`src/rtl/fetch_redirect_ctrl.sv`:
```
// Fetch PC sequencer: owns the fetch PC, picks the next PC from trap,
// mispredict recovery, predictor target, PC+4 or hold, drives the
// pipeline kill signals, and sweeps the predictor clean after reset
// and on fence.i / domain-switch flushes while fetch is held off.
module fetch_redirect_ctrl #(
    parameter logic [31:0] RESET_VEC   = 32'h0000_0000,
    parameter int          BTB_ENTRIES = 32,
    parameter int          IDX_W       = 5
) (
    input  logic             clk_i,
    input  logic             rst_i,
    input  logic             stall_i,
    input  logic             hit_i,
    input  logic [31:0]      predicted_pc_i,
    input  logic             ex_valid_i,
    input  logic [31:0]      pc_ex_i,
    input  logic [1:0]       wrong_predicted_i,
    input  logic [31:0]      alu_pc_i,
    input  logic             trap_i,
    input  logic [31:0]      trap_pc_i,
    input  logic             flush_req_i,
    output logic [31:0]      pc_o,
    output logic             fetch_valid_o,
    output logic             flush_if_id_o,
    output logic             flush_id_ex_o,
    output logic             btb_inv_o,
    output logic [IDX_W-1:0] btb_inv_idx_o,
    output logic             sweep_busy_o,
    output logic [15:0]      mispredict_cnt_o
);

    localparam logic             STATE_RUN   = 1'b0;
    localparam logic             STATE_SWEEP = 1'b1;
    localparam logic [IDX_W-1:0] IDX_LAST    = IDX_W'(BTB_ENTRIES - 1);

    logic             state;
    logic [IDX_W-1:0] idx;
    logic [31:0]      resume_pc;
    logic [31:0]      pc;
    logic [15:0]      mispredict_cnt;

    logic             in_run;
    logic             take_flush_req;
    logic             take_mp_not_taken;
    logic             take_mp_taken;
    logic             kill;
    logic [31:0]      pc_ex_plus4;

    assign pc_ex_plus4 = pc_ex_i + 32'd4;

    // Resolve which RUN-state redirect wins this cycle; lower priority
    // requests are masked by any higher one so only one path fires.
    always_comb begin
        in_run            = (state == STATE_RUN);
        take_flush_req    = 1'b0;
        take_mp_not_taken = 1'b0;
        take_mp_taken     = 1'b0;
        if (in_run && !trap_i && ex_valid_i) begin
            if (flush_req_i) begin
                take_flush_req = 1'b1;
            end else if (wrong_predicted_i == 2'b01) begin
                take_mp_not_taken = 1'b1;
            end else if (wrong_predicted_i == 2'b10) begin
                take_mp_taken = 1'b1;
            end
        end
        kill = trap_i | take_flush_req | take_mp_not_taken | take_mp_taken;
    end

    // Sequencer state, sweep index, resume address and fetch PC.
    always_ff @(posedge clk_i or posedge rst_i) begin
        if (rst_i) begin
            state     <= STATE_SWEEP;
            idx       <= '0;
            resume_pc <= RESET_VEC;
            pc        <= RESET_VEC;
        end else if (state == STATE_SWEEP) begin
            if (trap_i) begin
                resume_pc <= trap_pc_i;
            end
            if (idx == IDX_LAST) begin
                state <= STATE_RUN;
                idx   <= '0;
                pc    <= trap_i ? trap_pc_i : resume_pc;
            end else begin
                idx <= idx + 1'b1;
            end
        end else begin
            if (trap_i) begin
                pc <= trap_pc_i;
            end else if (take_flush_req) begin
                resume_pc <= pc_ex_plus4;
                idx       <= '0;
                state     <= STATE_SWEEP;
            end else if (take_mp_not_taken) begin
                pc <= pc_ex_plus4;
            end else if (take_mp_taken) begin
                pc <= alu_pc_i;
            end else if (stall_i) begin
                pc <= pc;
            end else if (hit_i) begin
                pc <= predicted_pc_i;
            end else begin
                pc <= pc + 32'd4;
            end
        end
    end

    // Saturating count of resolved mispredicts that actually redirected fetch.
    always_ff @(posedge clk_i or posedge rst_i) begin
        if (rst_i) begin
            mispredict_cnt <= '0;
        end else if ((take_mp_not_taken || take_mp_taken) && mispredict_cnt != 16'hFFFF) begin
            mispredict_cnt <= mispredict_cnt + 16'd1;
        end
    end

    assign pc_o             = pc;
    assign fetch_valid_o    = in_run;
    assign btb_inv_o        = !in_run;
    assign btb_inv_idx_o    = idx;
    assign sweep_busy_o     = !in_run;
    assign flush_if_id_o    = kill;
    assign flush_id_ex_o    = kill;
    assign mispredict_cnt_o = mispredict_cnt;

endmodule
```
`config.mk`:
```
export PLATFORM = sky130hd
export DESIGN_NAME = fetch_redirect_ctrl
export DESIGN_NICKNAME = d
export VERILOG_FILES = /design/src/rtl/fetch_redirect_ctrl.sv
export SDC_FILE = /design/constraint.sdc
export NUM_CORES = 1
export LEC_CHECK = 0
export CAP_MARGIN = 20
export CORE_MARGIN = 10
export CORE_UTILIZATION = 48
export DETAILED_ROUTE_END_ITERATION = 10
export PLACE_DENSITY = 0.85
export SKIP_CTS_REPAIR_TIMING = 1
export SYNTH_ARGS = -nofsm -noshare
export SYNTH_HDL_FRONTEND = slang
export SYNTH_SLANG_ARGS = --single-unit
```
`constraint.sdc`:
```
create_clock -name clk_i -period 4.3 [get_ports clk_i]
set_input_delay 1.075 -clock clk_i [delete_from_list [all_inputs] [get_ports clk_i]]
set_output_delay 1.075 -clock clk_i [all_outputs]
set_load 0.005 [all_outputs]
```
==> impl_summary.md <==
Logic synthesis
The unique cell type count in the Yosys netlist is 65. The average instance in the mapped netlist occupies 8.24 um^2. The post-synthesis cell area is 6380 um^2. The number of nets in the synthesized netlist is just over 900. The number of flip-flops and latches in the synthesized netlist is 86. Of all flip-flops after synthesis, the portion carrying an async set or reset was 1.00. The register area share after synthesis is 0.338. For this run, the number of Yosys warnings is 0. The number of enable flip-flop cells after synthesis is 0. The gate count of the mapped netlist is just under 800. The predominant post-synthesis flop cell is sky130_fd_sc_hd__dfrtp_1.

Setup path
STA puts the critical path data required time at 3.22 ns. The worst setup path is launched from an input port. Data on the critical path arrives at its endpoint at 2.74 ns. The path type of the worst setup path is input port to output pin. The worst-path maximum fanout is 5. The worst setup path is captured at an output pin.

Power and ir drop
Summed over all nets, the switching power comes to 1.64 mW. Of the total power, combinational logic draws 0.440. The share of total power dissipated in the clock network is 0.192. The share of total power dissipated in sequential elements is 0.368. The analysis attributes to cell leakage a power of 3.41 nW.

VDD sags by at most 0.282 mV. Summing internal, switching and leakage power gives around 4.2 mW. Dividing total power by cell area gives a power density of 482 nW/um^2. The internal power summed over all cells is 2.59 mW. Of the total power, the share spent switching nets is 0.388.

Placed design
Buffers placed on the I/O ports in this run total 194. The sum of net half-perimeters after detailed placement is about 18,000 um. The routability congestion estimate from global placement is 0.936. At the placement stage, the worst setup path has a slack of 0.472 ns. The number of instances in the placed design is 1,111.

Die
The region available for standard cell placement spans 13,100 um^2. 195 I/O pins were placed. After floorplanning, the core was divided into 42 placement rows.

The starting density of the core is 0.485. The die covers 18,300 um^2. In this run the vertical extent of the chip is 135 um. Measured along the x axis, the die boundary spans 135 um.

Timing
Setup repair after global routing left no endpoint under its margin. The count of endpoints failing setup in the final report is 0. The number of max-slew violations in the final report is 0.

Hold is met by roughly 0.5 ns. The final critical-path share of the clock period is 0.888. The final hold violation count was 0. The worst path in the final design needs a cycle of 3.82 ns, including I/O delays and setup.

Adding up every negative setup slack in the final design gives 0 ns. Derived from the worst setup path, the maximum achievable clock frequency is 0.262 GHz. For the final database, setup skew stands at 0.00515 ns. The transition time at the pin with the least slew margin is 0.857 ns. The headroom to the max-slew limit is 0.427.

The setup slack of the critical path after layout is 0.483 ns.

Cells and area
In the layout the commonest cells are sky130_fd_sc_hd__clkdlybuf4s50_1, sky130_fd_sc_hd__nand2_1, sky130_fd_sc_hd__dfrtp_1, sky130_fd_sc_hd__nor2_1, sky130_fd_sc_hd__a21oi_1. The most common cell after layout, fill and taps aside is sky130_fd_sc_hd__clkdlybuf4s50_1. From synthesis to final layout, the design area changed by 37.7%. The number of diodes added for antenna fixing is 0. For this run, the post-layout net count is 1,088. After filler insertion, the fill cell instance count of the layout stands at 1,080.

The number of non-filler instances in the completed layout is between 1,000 and 1,500. In the final layout, the share of cells above drive strength 1 is 0.0652.

Global route
The pin count of the biggest net entering global routing is 58. The via count of the first global-routing pass is 6,637. In the global route stage, overall resource usage came out at 0.253.

The first-pass GRT wire length is around 37,000 um. The leftover overflow at the end of global routing is 0. The initial antenna violation count was 1.

CTS
For the worst-skew pair, the clock arrives at the later sink with an insertion delay of 0.35 ns. In this run the number of H-tree levels came out at 3. The root buffer cell is sky130_fd_sc_hd__clkbuf_16. The number of clock buffers added by TritonCTS is 9. In this run the deepest clock path goes through 2 buffers. The tree built by TritonCTS fans out to 86 sinks. The clock-pin slew of the registers on the worst-case setup and hold paths is roughly 0.060 ns.

TritonCTS built the clock tree.

Drt
In this run the remaining antenna-violating nets after routing total 0. The final wirelength is 23,900 um. For this run, design rule violations remaining after detail routing come to 0. After the first detailed-routing iteration, the DRC count stood at 1,027. The total via count in the routed design is 6,981. The pre-antenna-repair detailed-routing pass consisted of 6 iterations. The post-detailed-route via-to-cell ratio is 6.19. The wire length per cell after detailed routing is 21.2 um.

Status
The run finished with clean final reports.

Job
The count of max-cap constraint violations is 0.

Min path
The class of the tightest hold or removal check is flop to flop.
==> Yosys cell counts, drive strengths merged (26+ instances only) <==
cell / count / area, um^2
a21oi: 59 / 299
clkbuf: 26 / 97.6
buf: 29 / 156
dfrtp: 85 / 2130
and3: 32 / 200
xnor2: 43 / 377
nand3: 48 / 258
xor2: 28 / 253
nand4: 28 / 175
nor2: 59 / 224
nand2: 93 / 349
o21ai: 59 / 295
==> path summary, 6_finish.rpt <==
check,from,cells past startpoint,slack [ns],to
worst max register to register,btb_inv_o,7,1.41,pc_o[0]
worst min register to register,btb_inv_idx_o[3],1,0.50,btb_inv_idx_o[3]
worst max-delay path,ex_valid_i,6,0.48,flush_id_ex_o
min in group asynchronous,rst_i,2,1.08,resume_pc[5]
worst min-delay path,btb_inv_idx_o[3],1,0.50,btb_inv_idx_o[3]
max in group asynchronous,rst_i,3,2.62,pc_o[16]
==> critical path: stages <==
cell and delay (ns):
sky130_fd_sc_hd__clkdlybuf4s50_1 0.53, sky130_fd_sc_hd__nor4b_4 0.27, sky130_fd_sc_hd__nand2b_2 0.09, sky130_fd_sc_hd__and2_1 0.18, sky130_fd_sc_hd__nand2_1 0.09, sky130_fd_sc_hd__clkdlybuf4s50_1 0.51
==> cell type report <==
type | instances | area, um^2 | share of cell area
multi-input cells | 623 | 3940 | 0.449
clock buffers | 10 | 239 | 0.0272
well taps | 176 | 220 | 0.0251
inverters | 10 | 38.8 | 0.00442
repair buffers | 216 | 2110 | 0.241
flip-flops and latches | 86 | 2150 | 0.245
clock inverters | 6 | 70.1 | 0.00798
==> registers in the layout, indices dropped and copies added (netlist names) <==
| name | count |
|---|---|
| pc_o | 32 |
| btb_inv_idx_o | 5 |
| mispredict_cnt_o | 16 |
| resume_pc | 32 |
| btb_inv_o | 1 |
==> power groups by stage <==
stage	clock network, mW	logic, mW	registers (mW)
finish	0.811	1.86	1.56
global route	0.851	2.04	1.60
floorplan	0	1.03	1.45
detailed placement	0	1.83	1.55
CTS	0.814	1.85	1.54
global placement	0	1.78	1.54
==> routing by layer <==
metal | track usage | vias up | part of all wire
met4 | 0.0903 | 0 | 0.027
li1 | - | 3219 | -
met5 | 0 | - | 0
met3 | 0.0746 | 51 | 0.12
met2 | 0.382 | 440 | 0.45
met1 | 0.336 | 3271 | 0.40
==> cells by family (layout without fill, tap and decap cells) <==
logic type                 Yosys count  in the layout  share of synthesized area
muxes                               23             23                     0.0371
AOI/OAI and AO/OA                  219            219                      0.224
and+or+nand+nor                    305            305                      0.247
buffers and inverters               65            242                     0.0457
DFF                                 86             86                      0.338
adders and majority gates            5              5                    0.00981
xor gates and xnor gates            71             71                     0.0987
==> stage by stage <==
| step | instance area [um^2] | util |
|---|---|---|
| finish | 8780 | 0.668 |
| floorplan | 6380 | - |
| detailed placement | 8470 | 0.645 |
| global route | 8780 | 0.668 |
| global placement | 8450 | 0.643 |
| CTS | 8780 | 0.668 |
Note: power is estimated with default switching activity, not from simulation.
